**src/rtl/inst_fetch_bridge.sv**
```systemverilog
// Instruction-fetch bridge: turns single-cycle core fetches into a req/ack + rvalid memory
// handshake, with a one-entry instruction buffer, fetch stall and flush support.
module inst_fetch_bridge #(
  parameter int unsigned ADDR_W = 32,
  parameter int unsigned INST_W = 32
) (
  input  logic              clk,
  input  logic              rst,
  input  logic              inst_en_i,
  input  logic [ADDR_W-1:0] inst_addr_i,
  input  logic              flush_i,
  output logic [INST_W-1:0] inst_o,
  output logic              stall_o,
  output logic              mem_req_o,
  output logic [ADDR_W-1:0] mem_addr_o,
  input  logic              mem_ack_i,
  input  logic              mem_rvalid_i,
  input  logic [INST_W-1:0] mem_rdata_i
);

  localparam int unsigned TagW = ADDR_W - 2;

  typedef enum logic [1:0] {StIdle, StReq, StWait, StDrop} state_e;

  state_e              state_q, state_d;
  logic                buf_valid_q, buf_valid_d;
  logic [TagW-1:0]     buf_tag_q, buf_tag_d;
  logic [INST_W-1:0]   buf_data_q, buf_data_d;
  logic                mem_req_q, mem_req_d;
  logic [TagW-1:0]     mem_tag_q, mem_tag_d;
  logic                drop_q, drop_d;
  logic                hit;
  logic                unused_addr_lsb;

  // Byte offset within the word never matters to the instruction memory.
  assign unused_addr_lsb = ^inst_addr_i[1:0];

  assign hit        = inst_en_i & buf_valid_q & (buf_tag_q == inst_addr_i[ADDR_W-1:2]);
  assign inst_o     = hit ? buf_data_q : '0;
  assign stall_o    = inst_en_i & ~hit;
  assign mem_req_o  = mem_req_q;
  assign mem_addr_o = {mem_tag_q, 2'b00};

  always_comb begin
    state_d     = state_q;
    buf_valid_d = buf_valid_q;
    buf_tag_d   = buf_tag_q;
    buf_data_d  = buf_data_q;
    mem_req_d   = mem_req_q;
    mem_tag_d   = mem_tag_q;
    drop_d      = drop_q;

    case (state_q)
      StIdle: begin
        if (inst_en_i && !hit && !flush_i) begin
          state_d   = StReq;
          mem_req_d = 1'b1;
          mem_tag_d = inst_addr_i[ADDR_W-1:2];
        end
      end
      StReq: begin
        // The request cannot be withdrawn; a flush only marks its response as stale.
        if (mem_ack_i) begin
          mem_req_d = 1'b0;
          state_d   = (drop_q || flush_i) ? StDrop : StWait;
        end else if (flush_i) begin
          drop_d = 1'b1;
        end
      end
      StWait: begin
        if (mem_rvalid_i) begin
          state_d = StIdle;
          if (!flush_i) begin
            buf_valid_d = 1'b1;
            buf_tag_d   = mem_tag_q;
            buf_data_d  = mem_rdata_i;
          end
        end else if (flush_i) begin
          state_d = StDrop;
        end
      end
      StDrop: begin
        if (mem_rvalid_i) begin
          drop_d  = 1'b0;
          state_d = StIdle;
        end
      end
      default: state_d = StIdle;
    endcase

    if (flush_i) begin
      buf_valid_d = 1'b0;
    end
  end

  always_ff @(posedge clk or posedge rst) begin
    if (rst) begin
      state_q     <= StIdle;
      buf_valid_q <= 1'b0;
      buf_tag_q   <= '0;
      buf_data_q  <= '0;
      mem_req_q   <= 1'b0;
      mem_tag_q   <= '0;
      drop_q      <= 1'b0;
    end else begin
      state_q     <= state_d;
      buf_valid_q <= buf_valid_d;
      buf_tag_q   <= buf_tag_d;
      buf_data_q  <= buf_data_d;
      mem_req_q   <= mem_req_d;
      mem_tag_q   <= mem_tag_d;
      drop_q      <= drop_d;
    end
  end

endmodule
```
**config.mk**
```make
export PLATFORM = sky130hd
export DESIGN_NAME = inst_fetch_bridge
export DESIGN_NICKNAME = d
export VERILOG_FILES = /design/src/rtl/inst_fetch_bridge.sv
export SDC_FILE = /design/constraint.sdc
export NUM_CORES = 1
export LEC_CHECK = 0
export BUFFER_PORTS_ARGS = -buffer_cell sky130_fd_sc_hd__buf_4
export CORE_UTILIZATION = 50
export DETAILED_ROUTE_END_ITERATION = 10
export PLACE_DENSITY = 0.89
export SYNTH_ARGS = -nofsm -noshare
export SYNTH_HDL_FRONTEND = slang
export SYNTH_SLANG_ARGS = --single-unit
```
**constraint.sdc**
```tcl
create_clock -name clk -period 6.3 [get_ports clk]
set_input_delay 0.63 -clock clk [delete_from_list [all_inputs] [get_ports clk]]
set_output_delay 0.63 -clock clk [all_outputs]
set_load 0.005 [all_outputs]
```
==> tab_implementation.tex, run 1 <==
\begin{tabular}{lr}
\hline
Metric & Value \\
\hline
\multicolumn{2}{l}{\textbf{Outcome}} \\
Status & completed \\
\multicolumn{2}{l}{\textbf{Global routing}} \\
Grt total ovfl & 0 \\
All-layer global routing usage & between 15 and 20\% \\
Pin count of the biggest net entering global routing & 52 \\
Antenna violations before repair & 0 \\
First-pass GRT wire length & 13120 um \\
Number of global-route vias before repair & between 2000 and 3000 \\
\multicolumn{2}{l}{\textbf{Routing}} \\
Drt first pass iters & 4 \\
Routed wire length per instance & roughly 15 um \\
Vias after detailed routing & about 2700 \\
Routed Wire Length & 8202 um \\
Routed vias/inst & around 5.1 \\
Number of design-rule violations left by the first detailed-router iteration & 32 \\
Count of nets left with antenna violations after detail routing & 0 \\
Final routed DRC violation total & 0 \\
\multicolumn{2}{l}{\textbf{Floorplanning}} \\
Standard cell core area & about 8200 um\^{}2 \\
Height of the die & between 90 and 100 um \\
Starting density of the core & between 50\% and 60\% \\
Placement row count & 33 \\
Number of top-level design ports & between 100 and 150 \\
Die Span X & $\sim$94 um \\
Area of the die & just under 9000 um\^{}2 \\
\multicolumn{2}{l}{\textbf{Synth}} \\
Post-Syn Instances & approximately 300 \\
Post-synth top flop & sky130\_fd\_sc\_hd\_\_dfrtp\_1 \\
Leading cell types by count after synthesis & 97 x sky130\_fd\_sc\_hd\_\_dfrtp\_1, 89 x sky130\_fd\_sc\_hd\_\_mux2\_2, 32 x sky130\_fd\_sc\_hd\_\_and2\_1 \\
Cells taking the most area after synthesis & sky130\_fd\_sc\_hd\_\_dfrtp\_1 58\%, sky130\_fd\_sc\_hd\_\_mux2\_2 24\%, sky130\_fd\_sc\_hd\_\_xor2\_1 6.2\%, sky130\_fd\_sc\_hd\_\_and2\_1 4.7\%, sky130\_fd\_sc\_hd\_\_nor4\_1 1.0\% \\
Count of distinct cell types in the synthesized netlist & 25 \\
Part of the Yosys area used for sequential elements & between 50\% and 60\% \\
Yosys top cell by area & sky130\_fd\_sc\_hd\_\_dfrtp\_1 \\
Count of yosys warnings during synthesis & 0 \\
Proportion of register bits with asynchronous set or reset after synthesis & 100.0\% \\
Cell with the most instances after synthesis & sky130\_fd\_sc\_hd\_\_dfrtp\_1 \\
Combined area of all synthesized cells & roughly 4200 um\^{}2 \\
EDFF count, synth & 0 \\
FF+latch count, synth & just under 100 \\
Syn avg cell area & between 10 and 15 um\^{}2 \\
Yosys top cell area share & about 58\% \\
\multicolumn{2}{l}{\textbf{Critical path}} \\
Critical path type & input pin to output pin \\
Max stage delay on crit path & about 0.44 ns \\
Library cell appearing most often on the critical path & sky130\_fd\_sc\_hd\_\_buf\_4 \\
Critical path launch point & inst\_addr\_i[9] \\
Element type at the critical path start & input pin \\
Cells along the critical path & buf\_4, xor2\_1, nor4\_1, nand4\_1, nor2\_1, buf\_4, and2\_1, buf\_4 \\
Category of the worst setup path capture point & output pin \\
Max Fanout on Critical Path & 33 \\
Terminus of the critical flop-to-flop path & mem\_tag\_q[7] \\
Required time reported for the critical path endpoint & 5.67 ns \\
Worst R2R Path Depth & 5 \\
Arrival time at the worst endpoint & about 2.4 ns \\
Startpoint of the most critical register-to-register path & buf\_tag\_q[23] \\
Register-to-register setup slack & around 3.5 ns \\
Master of the slowest instance on the critical path & sky130\_fd\_sc\_hd\_\_nor4\_1 \\
\multicolumn{2}{l}{\textbf{Placed design}} \\
Port Buffers & around 130 \\
Gpl congestion & around 0.73 \\
Total half-perimeter wirelength after legalization and detailed placement & roughly 6000 um \\
\multicolumn{2}{l}{\textbf{Power}} \\
Internal cell power & $\sim$0.0015 W \\
Switching power share of the total & around 29\% \\
Flop pwr share & around half \\
Power consumption & between 0.002 and 0.0025 W \\
Power per cell area & between 300 and 400 nW/um\^{}2 \\
Leakage power & approximately 2.6 nW \\
VDD IR-drop max & roughly 230 uV \\
P\_sw & around 0.00063 W \\
Proportion of power drawn by the clock network & 17.9\% \\
Logic pwr share & a little under a third \\
\multicolumn{2}{l}{\textbf{Timing}} \\
Final hold viol count & 0 \\
Max Fclk & between 300 and 400 MHz \\
Final count of negative-setup-slack endpoints & 0 \\
Measured slew at the worst slew-check pin & 1.184 ns \\
Count of pins over their slew limit & 0 \\
TNS Setup & 0 ns \\
Final worst path period share & 47.45\% \\
Time the worst path needs with I/O delays and setup & between 2 and 3 ns \\
Worst clock skew & roughly 0.015 ns \\
Slew headroom & 20.81\% \\
Setup repair after global routing missed its margin & no \\
\multicolumn{2}{l}{\textbf{Final layout}} \\
Area of the multi-input gates & roughly 1700 um\^{}2 \\
Count of filler cells inserted in the layout & 608 \\
FF/Latch Area & $\sim$2400 um\^{}2 \\
Area overhead of the layout relative to synthesis & 29.88\% \\
Final net count & 501 \\
Antenna Diode Count & 0 \\
Layout cell share with drive strength beyond 1 & 55.50\% \\
\multicolumn{2}{l}{\textbf{Clocking}} \\
Setup repair bufs after CTS & 0 \\
Quantity of gates resized following cts & 0 \\
Maximum level of the CTS H-tree & 3 \\
Clock-pin slew of the registers on the worst-case setup and hold paths & about 0.09 ns \\
Clock network latency to the later pin of the worst-skew pair & about 0.35 ns \\
Root buffer selected by CTS & sky130\_fd\_sc\_hd\_\_clkbuf\_8 \\
Count of hold buffers inserted by post-cts repair & 0 \\
Number of clock buffers inserted by TritonCTS & 9 \\
Clock tree from TritonCTS & yes \\
Longest Clk Path Bufs & 2 \\
Clock sink total & 97 \\
\multicolumn{2}{l}{\textbf{Run}} \\
Maximum Capacitance Violations & 0 \\
\multicolumn{2}{l}{\textbf{Worst hold path}} \\
Hold Crit Class & input pin to asynchronous set/reset pin \\
\hline
\end{tabular}
stage by stage:
step / instance area [um^2] / hold slack [ns] / utilization (%) / std cells / setup WS (ns)
CTS: 5477 / 0.3366 / 66.99 / 541 / 3.254
detailed placement: 5276 / 0.4654 / 64.54 / 525 / 3.074
finish: 5477 / 0.3251 / 66.99 / 541 / 3.311
global route: 5477 / 0.3573 / 66.99 / 541 / 3.172
global placement: 5276 / 0.4619 / 64.54 / 525 / 3.120
floorplan: 4220 / 0.4496 / - / 300 / 3.136
sequential cells by signal (all words and copies together) (netlist names):
name and flops:
buf_valid_q 1, drop_q 1, buf_data_q 32, buf_tag_q 30, mem_tag_q 30, mem_req_o 1
state_q 2
logic make-up (layout without fill, tap and decap cells):
kind of cell    count (synthesis)  after routing  share of synthesized area (%)
simple gates                   53             53                          7.418
other cells                     1              2                        0.08894
compound gates                  8              8                          1.632
mux                            92             92                          24.57
buf+inv                        18            154                          2.492
xor+xnor                       30             30                          6.231
flops                          97             97                          57.57
layout by cell type (no fill, tap or decap), drive strengths merged, types with 2 or more instances in the layout:
cell type	count
conb	2
mux2	92
nor2	2
clkbuf	12
clkinv	3
nor3	2
nand4	2
buf	134
nand2	6
dfrtp	97
xor2	30
o21ai	3
and2	32
inv	5
nor4	7
metal layers:
| layer | part of all wire (%) | GRT usage, % | routed length (um) |
|---|---|---|---|
| met5 | 0 | 0 | 0 |
| met4 | 1.3 | 6.795 | 109 |
| met3 | 8.8 | 5.583 | 721 |
| met2 | 49 | 33.94 | 3994 |
| met1 | 41 | 22.72 | 3376 |
worst max path at each step:
stage / to / slack [ns] / depth (start not counted)
finish: inst_o[6] / 3.31 / 8
global route: inst_o[6] / 3.17 / 7
CTS: inst_o[6] / 3.25 / 7
detailed placement: mem_tag_q[11] / 3.07 / 6
global placement: mem_tag_q[25] / 3.12 / 6
floorplan: buf_data_q[0] / 3.14 / 1
cell type report:
cell class / instances / area share [%]
flip-flops and latches: 97 / 44.32
well taps: 105 / 2.399
repair buffers: 134 / 18.37
multi-input cells: 185 / 30.93
clock inverters: 4 / 0.6397
clock buffers: 12 / 3.016
inverters: 4 / 0.3199
critical path: cells and delay by family:
kind,cells,cell delay (ns)
buf+inv,3,0.51
simple gates,4,1.06
xor+xnor,1,0.16
power groups by stage:
| stage | Combinational, W | Sequential (W) | Clock, W |
|---|---|---|---|
| global placement | 0.000656 | 0.00110 | 0 |
| detailed placement | 0.000687 | 0.00113 | 0 |
| CTS | 0.000689 | 0.00111 | 0.000403 |
| floorplan | 0.000410 | 0.00109 | 0 |
| global route | 0.000741 | 0.00115 | 0.000426 |
| finish | 0.000674 | 0.00111 | 0.000389 |
(Power assumes the default switching activity.)
==> inputs of run 2 (changes only) <==
==> constraint.sdc (replaced) <==
create_clock -name clk -period 2.8 [get_ports clk]
set_input_delay 0.28 -clock clk [delete_from_list [all_inputs] [get_ports clk]]
set_output_delay 0.28 -clock clk [all_outputs]
set_load 0.005 [all_outputs]
==> tab_implementation.tex, run 2 (synthesized netlist as in run 1, its figures left out) <==
\begin{tabular}{lr}
\hline
Metric & Value \\
\hline
\multicolumn{2}{l}{\textbf{Outcome}} \\
Status & completed \\
\multicolumn{2}{l}{\textbf{Timing}} \\
Final hold viol count & 0 (unchanged) \\
Count of pins over their slew limit & 0 (unchanged) \\
Worst clock skew & 0.01024 ns (-0.004734 ns) \\
Final count of negative-setup-slack endpoints & 0 (unchanged) \\
Setup repair after global routing missed its margin & no \\
Max Fclk & around 390 MHz \\
Final setup slack of the worst path & 0.2549 ns (-3.056 ns) \\
Slew headroom & 57.31\% (+36 points) \\
Time the worst path needs with I/O delays and setup & 2.545 ns \\
Measured slew at the worst slew-check pin & 0.6404 ns (-0.5436 ns) \\
TNS Setup & 0 ns (unchanged) \\
Final worst path period share & a little over 90\% \\
\multicolumn{2}{l}{\textbf{Global routing}} \\
Antenna violations before repair & 0 (unchanged) \\
All-layer global routing usage & 19.80\% (+0.38 points) \\
Grt total ovfl & 0 (unchanged) \\
Pin count of the biggest net entering global routing & 98 (+88\%) \\
First-pass GRT wire length & 13360 um (+1.8\%) \\
Number of global-route vias before repair & 2833 (+0.50\%) \\
\multicolumn{2}{l}{\textbf{Routing}} \\
Final routed DRC violation total & 0 (unchanged) \\
Count of nets left with antenna violations after detail routing & 0 (unchanged) \\
Drt first pass iters & 4 (unchanged) \\
Routed Wire Length & 8353 um (+1.8\%) \\
Vias after detailed routing & 2746 (+0.11\%) \\
Routed vias/inst & 5.048 (-0.44\%) \\
Number of design-rule violations left by the first detailed-router iteration & 77 (+140\%) \\
Routed wire length per instance & 15.35 um (+1.3\%) \\
\multicolumn{2}{l}{\textbf{Placed design}} \\
Gpl congestion & 0.7315 (+0.47\%) \\
Number of instances in the placed design & 528 (+0.57\%) \\
Total half-perimeter wirelength after legalization and detailed placement & 6020 um (+0.54\%) \\
Worst Setup Slack post-DPL & 0.4474 ns (-2.627 ns) \\
Port Buffers & 131 (unchanged) \\
\multicolumn{2}{l}{\textbf{Final layout}} \\
Flip-flop count of the largest register, all copies and words added & 32 (unchanged) \\
Area overhead of the layout relative to synthesis & 30.09\% \\
Highest-count cells in the layout ignoring fill and taps & 136 x sky130\_fd\_sc\_hd\_\_buf\_4, 97 x sky130\_fd\_sc\_hd\_\_dfrtp\_1, 89 x sky130\_fd\_sc\_hd\_\_mux2\_2 \\
Final net count & 504 (+0.60\%) \\
Regs by FF count & buf\_data\_q: 32 flops, buf\_tag\_q: 30 flops, mem\_tag\_q: 30 flops \\
Antenna Diode Count & 0 (unchanged) \\
Commonest non-fill, non-tap cell in the layout & sky130\_fd\_sc\_hd\_\_buf\_4 \\
Layout cell share with drive strength beyond 1 & 55.58\% (+0.076 points) \\
Count of filler cells inserted in the layout & 623 (+2.5\%) \\
Number of non-filler instances in the completed layout & 544 (+0.55\%) \\
Largest Register & buf\_data\_q \\
\multicolumn{2}{l}{\textbf{Floorplanning}} \\
Area of the die & 8804 um\^{}2 (unchanged) \\
Number of top-level design ports & 136 (unchanged) \\
Starting density of the core & 51.58\% (unchanged) \\
Die Span X & 93.83 um (unchanged) \\
Height of the die & 93.83 um (unchanged) \\
Standard cell core area & 8175 um\^{}2 (unchanged) \\
Placement row count & 33 (unchanged) \\
\multicolumn{2}{l}{\textbf{Critical path}} \\
Category of the worst setup path capture point & output pin \\
Critical path launch point & buf\_tag\_q[23] \\
Master of the slowest instance on the critical path & sky130\_fd\_sc\_hd\_\_dfrtp\_1 \\
Max Fanout on Critical Path & 33 (unchanged) \\
Worst R2R Path Depth & 6 (+1) \\
Arrival time at the worst endpoint & 2.27 ns (-0.09 ns) \\
Required time reported for the critical path endpoint & 2.52 ns (-3.15 ns) \\
Critical path type & register to output pin \\
Worst path top cell family by delay & simple AND/OR/NAND/NOR gates \\
Element type at the critical path start & register \\
Terminus of the critical flop-to-flop path & mem\_tag\_q[7] \\
Cells along the critical path & xor2\_1, nor4\_1, nand4\_1, nor2\_1, buf\_4, and2\_1, buf\_4 \\
Buffers and inverters on the worst path & 2 (-1) \\
Register-to-register setup slack & 0.55 ns (-2.99 ns) \\
Library cell appearing most often on the critical path & sky130\_fd\_sc\_hd\_\_buf\_4 \\
Max stage delay on crit path & 0.40 ns (-0.04 ns) \\
Startpoint of the most critical register-to-register path & buf\_tag\_q[23] \\
\multicolumn{2}{l}{\textbf{Power}} \\
Internal cell power & 0.003393 W (+120\%) \\
Switching power share of the total & 29.50\% (+0.34 points) \\
Leakage power & 2.637 nW (-0.40\%) \\
Power per cell area & 877.5 nW/um\^{}2 (+120\%) \\
Logic pwr share & 31.6\% (+0.6 points) \\
Flop pwr share & 51.8\% (+0.7 points) \\
Proportion of power drawn by the clock network & 16.6\% (-1.3 points) \\
P\_sw & 0.001420 W (+120\%) \\
VDD IR-drop max & 558.8 uV (+140\%) \\
\multicolumn{2}{l}{\textbf{Clocking}} \\
Quantity of gates resized following cts & 0 (unchanged) \\
Number of clock buffers inserted by TritonCTS & 9 (unchanged) \\
Longest Clk Path Bufs & 2 (unchanged) \\
Clock tree from TritonCTS & yes \\
Clock network latency to the later pin of the worst-skew pair & 0.35 ns (about the same) \\
Setup repair bufs after CTS & 0 (unchanged) \\
Maximum level of the CTS H-tree & 3 (unchanged) \\
Clock sink total & 97 (unchanged) \\
Clock-pin slew of the registers on the worst-case setup and hold paths & 0.09 ns (about the same) \\
Count of hold buffers inserted by post-cts repair & 0 (unchanged) \\
Root buffer selected by CTS & sky130\_fd\_sc\_hd\_\_clkbuf\_8 \\
\multicolumn{2}{l}{\textbf{Run}} \\
Maximum Capacitance Violations & 0 (unchanged) \\
\multicolumn{2}{l}{\textbf{Worst hold path}} \\
Hold Crit Class & input pin to asynchronous set/reset pin \\
\hline
\end{tabular}
==> run 2: cell count changes in the layout (fill, tap and decap cells not counted), sizes merged <==
cell,previous run,this run
inv,5,3
clkbuf,12,10
buf,134,137
clkinvlp,0,4
==> run 2: how the worst max path moves through the flow <==
stage,endpoint,cells after the start
5_1_grt,inst_o[29],7
4_1_cts,inst_o[10],7
3_3_place_gp,mem_tag_q[17],7
2_1_floorplan,mem_tag_q[10],6
3_5_place_dp,mem_tag_q[14],7
6_report,inst_o[10],7
==> run 2: worst min-delay path, delay by kind of cell <==
kind     cells  cell delay (ns)
buf+inv      3             0.55
==> run 2: metrics by stage <==
step	utilization, %	power (W)	hold slack, ns	area (um^2)
final	67.10	0.004813	0.03297	5485
after global routing	67.10	0.005158	0.09888	5485
after detailed placement	64.98	0.004078	0.4706	5313
after CTS	67.10	0.004890	0.08082	5485
after global placement	64.98	0.003959	0.4580	5313
after floorplan	-	0.003368	0.3764	4224
==> run 2: metal layers <==
| layer | wire (um) | vias to the layer above | part of all wire (%) | global-route usage, % |
|---|---|---|---|---|
| met2 | 4117 | 106 | 49 | 33.45 |
| met1 | 3476 | 1339 | 42 | 24.53 |
| met3 | 660 | 11 | 7.9 | 5.178 |
| met5 | 0 | - | 0 | 0 |
| met4 | 99 | 0 | 1.2 | 6.923 |
| li1 | - | 1290 | - | - |
==> run 2: power groups by stage <==
| stage | clock network (W) | registers, W | logic (W) |
|---|---|---|---|
| finish | 0.000799 | 0.00249 | 0.00152 |
| global route | 0.000890 | 0.00259 | 0.00168 |
| CTS | 0.000831 | 0.00250 | 0.00155 |
| detailed placement | 0 | 0.00253 | 0.00155 |
| global placement | 0 | 0.00247 | 0.00149 |
| floorplan | 0 | 0.00244 | 0.000923 |
==> run 2: layout make-up <==
class | instances | area (um^2) | area share, %
flip-flops and latches | 97 | 2427 | 44.25
multi-input cells | 185 | 1694 | 30.88
repair buffers | 137 | 1041 | 18.98
well taps | 105 | 131.4 | 2.395
clock buffers | 10 | 127.6 | 2.327
clock inverters | 6 | 45.04 | 0.8212
inverters | 4 | 18.77 | 0.3422
